## config.mk

```make
export PLATFORM = sky130hd
export DESIGN_NAME = trig_input_cond
export DESIGN_NICKNAME = d
export VERILOG_FILES = /design/src/rtl/trig_pkg.sv /design/src/rtl/sync_edge.sv /design/src/rtl/trig_input_cond.sv
export SDC_FILE = /design/constraint.sdc
export NUM_CORES = 1
export LEC_CHECK = 0
export CAP_MARGIN = 10
export CORE_ASPECT_RATIO = 1.5
export CORE_UTILIZATION = 30
export CTS_CLUSTER_DIAMETER = 120
export CTS_CLUSTER_SIZE = 12
export DETAILED_ROUTE_END_ITERATION = 12
export GPL_TIMING_DRIVEN = 1
export SLEW_MARGIN = 10
export SYNTH_ARGS = -nofsm -noshare
export SYNTH_HDL_FRONTEND = slang
export SYNTH_SLANG_ARGS = --single-unit
```

## constraint.sdc

```tcl
create_clock -name CLK -period 2.7 [get_ports CLK]
set_input_delay 0.27 -clock CLK [delete_from_list [all_inputs] [get_ports CLK]]
set_output_delay 0.27 -clock CLK [all_outputs]
set_load 0.1 [all_outputs]
```

## src/rtl/trig_pkg.sv

```systemverilog
// Shared definitions for the trigger input conditioner: FSM state encoding,
// SRC_SEL bit positions and the command pulse length.
package trig_pkg;

   typedef enum logic [2:0] {
      ST_IDLE    = 3'd0,
      ST_MEASURE = 3'd1,
      ST_FIRE    = 3'd2,
      ST_HOLDOFF = 3'd3,
      ST_SYNC    = 3'd4
   } trig_state_t;

   localparam int SRC_HW_BIT = 0;
   localparam int SRC_SW_BIT = 1;

   // TRIG_CMD / RESET_CMD width in CLK cycles, and the counter that times it
   localparam int PULSE_LEN   = 2;
   localparam int PULSE_CNT_W = (PULSE_LEN > 2) ? $clog2(PULSE_LEN) : 1;

endpackage

```

## src/rtl/sync_edge.sv

```systemverilog
// Two-flop synchroniser for an asynchronous level, plus a third flop that
// turns the synchronised level into a one-cycle rise pulse.
module sync_edge (
   input  logic CLK,
   input  logic RST,
   input  logic async_in,
   output logic level,
   output logic rise
);

   logic [2:0] sr;

   // shift the raw input through the metastability and edge-detect stages
   always_ff @(posedge CLK or posedge RST) begin
      if (RST) sr <= '0;
      else     sr <= {sr[1:0], async_in};
   end

   assign level = sr[1];
   assign rise  = sr[1] & ~sr[2];

endmodule

```

## src/rtl/trig_input_cond.sv

```systemverilog
// Trigger input conditioner feeding the APV trigger generator.
// Synchronises TRIG_IN/SYNC_IN, merges software pulses, filters short
// trigger glitches, enforces a hold-off and counts rejected triggers.
// Build option: define TRIG_TIMESTAMP_EN to add the TRIG_TSTAMP output.
//
//   state   | meaning
//   --------+--------------------------------------------------------
//   IDLE    | waiting for a trigger or sync request
//   MEASURE | trigger line high, counting its width against MIN_WIDTH
//   FIRE    | trigger accepted; TRIG_CMD driven for the next 2 cycles
//   HOLDOFF | dead time after a trigger; new triggers counted as rejects
//   SYNC    | sync accepted; RESET_CMD driven for the next 2 cycles
module trig_input_cond
   import trig_pkg::*;
#(
   parameter int HOLDOFF_W = 8,
   parameter int REJ_CNT_W = 16
) (
   input  logic                 CLK,
   input  logic                 RST,
   input  logic                 TRIG_IN,
   input  logic                 SYNC_IN,
   input  logic                 SW_TRIG,
   input  logic                 SW_SYNC,
   input  logic [1:0]           SRC_SEL,
   input  logic [3:0]           MIN_WIDTH,
   input  logic [HOLDOFF_W-1:0] HOLDOFF,
   output logic                 TRIG_CMD,
   output logic                 RESET_CMD,
   output logic                 BUSY,
   output logic [REJ_CNT_W-1:0] TRIG_REJECT_CNT
`ifdef TRIG_TIMESTAMP_EN
   ,
   output logic [31:0]          TRIG_TSTAMP
`endif
);

   trig_state_t            state;
   logic [3:0]             wcnt;
   logic [3:0]             min_w_q;
   logic [HOLDOFF_W-1:0]   hcnt;
   logic [PULSE_CNT_W-1:0] pcnt;

   logic trig_s, trig_rise;
   logic sync_s, sync_rise;
   logic hw_en, sw_en;
   logic trig_hw, trig_sw, trig_any, sync_any;
   logic pulse_done, rej_inc;

   sync_edge u_trig_sync (
      .CLK      (CLK),
      .RST      (RST),
      .async_in (TRIG_IN),
      .level    (trig_s),
      .rise     (trig_rise)
   );

   sync_edge u_sync_sync (
      .CLK      (CLK),
      .RST      (RST),
      .async_in (SYNC_IN),
      .level    (sync_s),
      .rise     (sync_rise)
   );

   assign hw_en    = SRC_SEL[SRC_HW_BIT];
   assign sw_en    = SRC_SEL[SRC_SW_BIT];
   assign trig_hw  = trig_rise & hw_en;
   assign trig_sw  = SW_TRIG & sw_en;
   assign trig_any = trig_hw | trig_sw;
   // a rise already implies the level is high; the AND keeps both
   // synchroniser instances on the same interface
   assign sync_any = (sync_rise & sync_s & hw_en) | (SW_SYNC & sw_en);

   assign pulse_done = (pcnt == PULSE_CNT_W'(PULSE_LEN - 1));

   // glitch rejects in MEASURE and any trigger during hold-off; a
   // simultaneous sync always takes the trigger away uncounted
   assign rej_inc = ~sync_any &
                    (((state == ST_MEASURE) & ~trig_s) |
                     ((state == ST_HOLDOFF) & trig_any));

   assign BUSY = (state != ST_IDLE);

   // trigger FSM with registered command outputs
   always_ff @(posedge CLK or posedge RST) begin
      if (RST) begin
         state     <= ST_IDLE;
         wcnt      <= '0;
         min_w_q   <= '0;
         hcnt      <= '0;
         pcnt      <= '0;
         TRIG_CMD  <= 1'b0;
         RESET_CMD <= 1'b0;
      end else begin
         TRIG_CMD  <= (state == ST_FIRE);
         RESET_CMD <= (state == ST_SYNC);
         case (state)
            ST_IDLE: begin
               if (sync_any) begin
                  state <= ST_SYNC;
                  pcnt  <= '0;
               end else if (trig_sw) begin
                  state <= ST_FIRE;
                  pcnt  <= '0;
               end else if (trig_hw) begin
                  if (MIN_WIDTH == 4'd0) begin
                     state <= ST_FIRE;
                     pcnt  <= '0;
                  end else begin
                     state   <= ST_MEASURE;
                     wcnt    <= 4'd1;
                     min_w_q <= MIN_WIDTH;
                  end
               end
            end
            ST_MEASURE: begin
               if (sync_any) begin
                  state <= ST_SYNC;
                  pcnt  <= '0;
               end else if (!trig_s) begin
                  state <= ST_IDLE;
               end else if (wcnt == min_w_q) begin
                  state <= ST_FIRE;
                  pcnt  <= '0;
               end else begin
                  wcnt <= wcnt + 4'd1;
               end
            end
            ST_FIRE: begin
               if (pulse_done) begin
                  if (HOLDOFF == '0) begin
                     state <= ST_IDLE;
                  end else begin
                     state <= ST_HOLDOFF;
                     hcnt  <= HOLDOFF;
                  end
               end else begin
                  pcnt <= pcnt + PULSE_CNT_W'(1);
               end
            end
            ST_HOLDOFF: begin
               if (sync_any) begin
                  state <= ST_SYNC;
                  pcnt  <= '0;
               end else if (hcnt == HOLDOFF_W'(1)) begin
                  state <= ST_IDLE;
               end else begin
                  hcnt <= hcnt - HOLDOFF_W'(1);
               end
            end
            ST_SYNC: begin
               if (pulse_done) state <= ST_IDLE;
               else            pcnt  <= pcnt + PULSE_CNT_W'(1);
            end
            default: state <= ST_IDLE;
         endcase
      end
   end

   // saturating reject counter; a sync clears it and beats any increment
   always_ff @(posedge CLK or posedge RST) begin
      if (RST)                               TRIG_REJECT_CNT <= '0;
      else if (state == ST_SYNC)             TRIG_REJECT_CNT <= '0;
      else if (rej_inc && (TRIG_REJECT_CNT != '1))
         TRIG_REJECT_CNT <= TRIG_REJECT_CNT + REJ_CNT_W'(1);
   end

`ifdef TRIG_TIMESTAMP_EN
   logic [31:0] ts_cnt;

   // free-running timestamp, cleared by sync, captured as TRIG_CMD rises
   always_ff @(posedge CLK or posedge RST) begin
      if (RST) begin
         ts_cnt      <= '0;
         TRIG_TSTAMP <= '0;
      end else begin
         ts_cnt <= (state == ST_SYNC) ? 32'd0 : ts_cnt + 32'd1;
         if ((state == ST_FIRE) && !TRIG_CMD) TRIG_TSTAMP <= ts_cnt;
      end
   end
`endif

endmodule

```

# [Word-level counts from Yosys, hierarchy flattened]
# Index checks and enable logic that the tools add are counted.
[word_totals] ff_bits=44 out_inout_bits=19 wordCells=112
[op_classes] addsub=4 eq_ne=26 n_mux=38 n_bitwise=19 reduce_logical=15
[op_table] cell="16-bit two-way mux" count=2
[op_table] cell="8-bit two-way mux" count=4
[op_table] cell="3-bit two-way mux" count=10
[op_table] cell="4-bit two-way mux" count=7
[op_table] cell="2-bit != test, second input constant" count=12
[op_table] cell="16-bit by 1-bit adder with 16-bit output, second input constant" count=1
[op_table] cell="16-bit != test, second input constant" count=1
[op_table] cell="8-bit case mux with 2 select lines" count=1
[op_table] cell="3-bit case mux with 5 select lines" count=1
[op_table] cell="5-bit AND reduction" count=3
[op_table] cell="4-bit != test, second input constant" count=3
[op_table] cell="1-bit AND" count=10
[op_table] cell="1-bit two-way mux" count=9
[op_table] cell="3-bit by 2-bit != test with 1-bit output, second input constant" count=3
[op_table] cell="8-bit by 1-bit == test with 1-bit output, second input constant" count=1
[op_table] cell="8-bit logical NOT" count=1
[op_table] cell="4-bit case mux with 2 select lines" count=1
[op_table] cell="8-bit AND reduction" count=1
[op_table] cell="8-bit by 1-bit subtractor with 8-bit output, second input constant" count=1
[op_table] cell="3-bit by 2-bit == test with 1-bit output, second input constant" count=2
[op_table] cell="1-bit NOT" count=6
[op_table] cell="6-bit AND reduction" count=1
[op_table] cell="2-bit nonzero test" count=3
[op_table] cell="4-bit by 1-bit adder with 4-bit output, second input constant" count=1
[op_table] cell="14 further kinds" count=17

# [Logic depth before layout (Yosys ltp)]
[depth] word_depth=10 mapped_depth=7

# [Cells and area by module]
# From an unflattened synthesis, not the netlist that was laid out.
[hier_totals] hier_cells=250 area_unflattened_um2=2491.1
[by_module_without_submodules] mod="trig_input_cond" n_inst=1 cells_per_inst=240 area_each_um2=2306.0
[by_module_without_submodules] mod="sync_edge" n_inst=2 cells_per_inst=5 area_each_um2=92.6

# [Least setup slack after synthesis]
# No wires, ideal clock.
[synth_timing] path_kind="register -> register" start="register TRIG_REJECT_CNT[1]" end="register TRIG_REJECT_CNT[8]" setup_ns=0.078 arrival_time_ns=2.668 setup_slack_ns=-0.046 path_stages_with_launch=8 path_buffers=1 period_less_slack_ns=2.746 cell_sequence="dfrtp_1 > ha_1 > nand3_1 > or2_1 > or4b_1 > buf_2 > or3_1 > a21oi_1"
[synth_via] elab_chain_cells=3
[synth_lines] element="start: declaration" line="trig_input_cond.sv:31" text="output logic [REJ_CNT_W-1:0] TRIG_REJECT_CNT"
[synth_lines] element="start signal: assignment" line="trig_input_cond.sv:166" text="TRIG_REJECT_CNT <= TRIG_REJECT_CNT + REJ_CNT_W'(1);"
[synth_lines] element="16-bit by 1-bit adder with 16-bit output / 16-bit != test (equally long branches)" line="trig_input_cond.sv:166, trig_input_cond.sv:165"
[synth_lines] element="16-bit two-way mux / 1-bit logical AND (equally long branches)" line="trig_input_cond.sv:165" text="else if (rej_inc && (TRIG_REJECT_CNT != '1))"
[synth_lines] element="16-bit two-way mux / 2-bit nonzero test (equally long branches)"
# Parallel ways exist; a longest one is shown, timed or not. The select of a mux whose other input is x is not followed.
# A chain may end at the register's enable or synchronous reset.

# [Final worst setup path]
[layout_timing] start="register state[2]" end="register TRIG_REJECT_CNT[14]"
[layout_via] elab_chain_cells=6
[layout_lines] element="start: declaration" line="trig_input_cond.sv:38" text="trig_state_t state;"
[layout_lines] element="start signal: assignment" line="trig_input_cond.sv:88" text="state <= ST_IDLE;"
[layout_lines] element="start signal: assignment" line="trig_input_cond.sv:101" text="state <= ST_SYNC;"
[layout_lines] element="start signal: assignment" line="trig_input_cond.sv:104" text="state <= ST_FIRE;"
[layout_lines] element="3-bit by 1-bit == test with 1-bit output / 3-bit by 2-bit == test with 1-bit output (equally long branches)" line="trig_input_cond.sv:80, trig_input_cond.sv:81"
[layout_lines] element="1-bit AND, on equally long branches" line="trig_input_cond.sv:80, trig_input_cond.sv:81"
[layout_lines] element="1-bit OR" line="trig_input_cond.sv:80" text="(((state == ST_MEASURE) & ~trig_s) |"
[layout_lines] element="1-bit AND" line="trig_input_cond.sv:79" text="assign rej_inc = ~sync_any &"
[layout_lines] element="1-bit logical AND" line="trig_input_cond.sv:165"
[layout_lines] element="2-bit nonzero test (no line)"
# Parallel ways exist; a longest one is shown, timed or not.

==> out/metrics.csv <==
metric,value,unit
ports placed on the boundary,39,
pin count of the biggest net entering global routing,22,
number of DRC violations after detailed-routing iteration 0,112,
post-cts gate resize count,0,
cell types occupying the most area after synthesis,"sky130_fd_sc_hd__dfrtp_1 (45%), sky130_fd_sc_hd__a21oi_1 (4.1%), sky130_fd_sc_hd__nor2_1 (3.6%), sky130_fd_sc_hd__o21ai_0 (2.9%), sky130_fd_sc_hd__nand2_1 (2.8%)",
Post-CTS Setup Inserts,0,
leakage component of the power,1.28,nW
floorplan core area,7710,um^2
clock root buffer,sky130_fd_sc_hd__clkbuf_16,
count of buffers from port buffering,38,
final standard cell utilization of the core,39.7,%
horizontal die dimension,75.4,um
fill count,798,
most used cells in the layout excluding fill and tap cells,"sky130_fd_sc_hd__dfrtp_1 (42), sky130_fd_sc_hd__buf_4 (26), sky130_fd_sc_hd__nor2_1 (23), sky130_fd_sc_hd__a21oi_1 (20), sky130_fd_sc_hd__clkdlybuf4s50_1 (19)",
Post-Synthesis Net Count,284,
worst-margin pin slew,0.774,ns
worst setup slack before clock tree synthesis,0.298,ns
total of flip-flops plus latches after synthesis,44,
share of total power in sequential cells,35.3,%
worst clock skew,0.00445,ns
total die area,8460,um^2
Cell variety after synth,53,
endpoints failing hold,0,
Critical Path AT,2.42,ns
DRC violations left,0,
Pwr per Cell Area,924,nW/um^2
chip height,112,um
number of antenna violations at the first check in global routing,0,
Yosys Warn Count,0,
share of the yosys chip area belonging to registers,45.4,%
placed wire-length estimate,4.41,mm
ANT cells,0,
RSZ-0062 raised after global routing,no,
Layout area overhead,26.1,%
Routed Wire Length,5.83,mm
clock slew seen by the registers of the worst setup and hold paths,0.06,ns
Yosys top cell by area,sky130_fd_sc_hd__dfrtp_1,
Sw Pwr,1.14,mW
critical-path cell with the highest stage delay,sky130_fd_sc_hd__or4b_1,
# setup viols final,0,
"Cell Area, Synth",2430,um^2
number of hold buffers added after CTS,0,
H-tree depth reported by CTS,2,
post-synthesis async set-or-reset flop share,100,%
Post-Layout Cell Count,404,
Std-Cell Rows,39,
vias per inst,5.35,
clock network fraction of design power,23.6,%
number of enable-type register cells in the synthesized netlist,0,
Max Freq,450,MHz
last weighted congestion value of the routability-driven placer,0.890,
share of total power in combinational logic,41.1,%
worst hold slack,0.341,ns
gate count of the mapped netlist,260,
area share of the leading cell type in the synthesized netlist,45.4,%
global route overflow,0,
longest individual stage delay on the worst path,0.59,ns
"leading cell type in the layout, fill and taps excluded",sky130_fd_sc_hd__dfrtp_1,
post-DR wirelength/cell,14.4,um
post-layout net count,326,
summed area of non-filler cells in the final layout,3060,um^2
"Req. time, crit path",2.90,ns
count of maximum capacitance violations,0,
cts bufs inserted,5,
fraction of final layout cells sized beyond drive strength 1,14.9,%
remaining antenna violation count after routing,0,
min-delay worst type,primary input to async pin,
Slew Limit Headroom,48.1,%
crit path cell chain,nand2b_1 -> and4b_1 -> or4b_1 -> or3_1 -> a21oi_1,
CP top delay family,simple AND/OR/NAND/NOR gates,
Sw Share,40.4,%
Peak supply drop,0.481,mV
status,finished clean,
total count of max-transition violations in the final report,0,
Crit Path Category,flip-flop to flip-flop,
overall via count from detail_route,2162,
overall power consumption,2.83,mW
later-pin clock latency in the skew report,0.28,ns
wire length of the first global-routing pass,9.90,mm
cell area after placement,2900,um^2
CTS tree,done,
buffers and inverters on the worst path,0,
Crit. End Element,flip-flop,
P_int,1.69,mW
total routing usage reported by global routing,15.1,%
ys flop type,sky130_fd_sc_hd__dfrtp_1,
total iterations of the first detailed-routing run,5,
Final Critical Period,2.22,ns
Initial Util,31.5,%
TritonCTS sink count,44,
Clock Path Buffers,2,
Setup TNS,0,ns
worst-path fanout max,12,
ratio of final minimum period to clock period,82.4,%
Critical Path Source Type,flip-flop,
via count of the first global-routing pass,2058,
"crit path setup slack, layout",0.476,ns
instance count after placement with tap cells included,397,
synthesized area divided by synthesized cell count,9.34,um^2
synthesized netlist by cell type (4+ instances only):
cell type and n:
sky130_fd_sc_hd__or4_1 5, sky130_fd_sc_hd__a21oi_1 20, sky130_fd_sc_hd__nand2_1 18, sky130_fd_sc_hd__o21ai_0 14, sky130_fd_sc_hd__mux2_2 6, sky130_fd_sc_hd__nor4_1 6, sky130_fd_sc_hd__o22a_1 4, sky130_fd_sc_hd__o31ai_1 4
sky130_fd_sc_hd__dfrtp_1 44, sky130_fd_sc_hd__nor2_1 23, sky130_fd_sc_hd__nand3_1 13, sky130_fd_sc_hd__or3_1 6, sky130_fd_sc_hd__xor2_1 5, sky130_fd_sc_hd__clkbuf_1 6, sky130_fd_sc_hd__ha_1 4, sky130_fd_sc_hd__nand4_1 8
sky130_fd_sc_hd__inv_1 6, sky130_fd_sc_hd__nand2b_1 7, sky130_fd_sc_hd__nor3_1 6
path summary, 6_finish.rpt:
check	start	to	slack, ns	cells after the start
min in group CLK	u_sync_sync.sr[0]$_DFF_PP0_	u_sync_sync.sr[1]$_DFF_PP0_	0.35	0
min reg2reg	u_sync_sync.sr[0]$_DFF_PP0_	u_sync_sync.sr[1]$_DFF_PP0_	0.35	0
max in group asynchronous	RST	min_w_q[1]$_DFFE_PP0P_	1.76	3
min	RST	state[0]$_DFFE_PP0P_	0.34	2
max	state[2]$_DFFE_PP0P_	TRIG_REJECT_CNT[14]$_DFFE_PP0P_	0.48	5
max reg2reg	state[2]$_DFFE_PP0P_	TRIG_REJECT_CNT[14]$_DFFE_PP0P_	0.48	5
power by group through the flow:
stage          clock (mW)  combinational, mW  sequential [mW]
2_1_floorplan           0              0.750             1.11
3_3_place_gp            0               1.15             1.01
3_5_place_dp            0               1.17             1.01
4_1_cts             0.692               1.17            0.997
5_1_grt             0.711               1.27             1.03
6_report            0.668               1.16            0.998
flip-flops by register name, indices dropped and copies added, names as in the netlist:
| signal | count |
|---|---|
| u_sync_sync.sr | 3 |
| state | 3 |
| TRIG_REJECT_CNT | 16 |
| u_trig_sync.sr | 3 |
| wcnt | 4 |
| min_w_q | 4 |
| RESET_CMD | 1 |
| hcnt | 8 |
| pcnt | 1 |
| TRIG_CMD | 1 |
layer usage:
layer	track usage, %	part of all wire (%)
met5	0	0
met2	25.7	53
met3	2.78	3.8
met1	18.4	41
met4	5.68	1.6
area by class of cell:
| cell class | instances | area (um^2) | share of cell area, % |
|---|---|---|---|
| Tap cell | 102 | 128 | 4.17 |
| Clock buffer | 6 | 129 | 4.21 |
| Clock inverter | 1 | 30.0 | 0.981 |
| Timing Repair Buffer | 45 | 385 | 12.6 |
| Multi-Input combinational cell | 200 | 1260 | 41.3 |
| Sequential cell | 44 | 1100 | 36.1 |
| Inverter | 6 | 22.5 | 0.736 |
cell families after synthesis:
group / Yosys count / synth area share [%]
mux: 9 / 4.02
buf+inv: 16 / 2.63
xor+xnor: 7 / 2.53
compound gates: 64 / 16.9
simple gates: 116 / 26.5
flops: 44 / 45.4
fa+ha+maj: 4 / 2.06
Note: power is estimated with default switching activity, not from simulation.
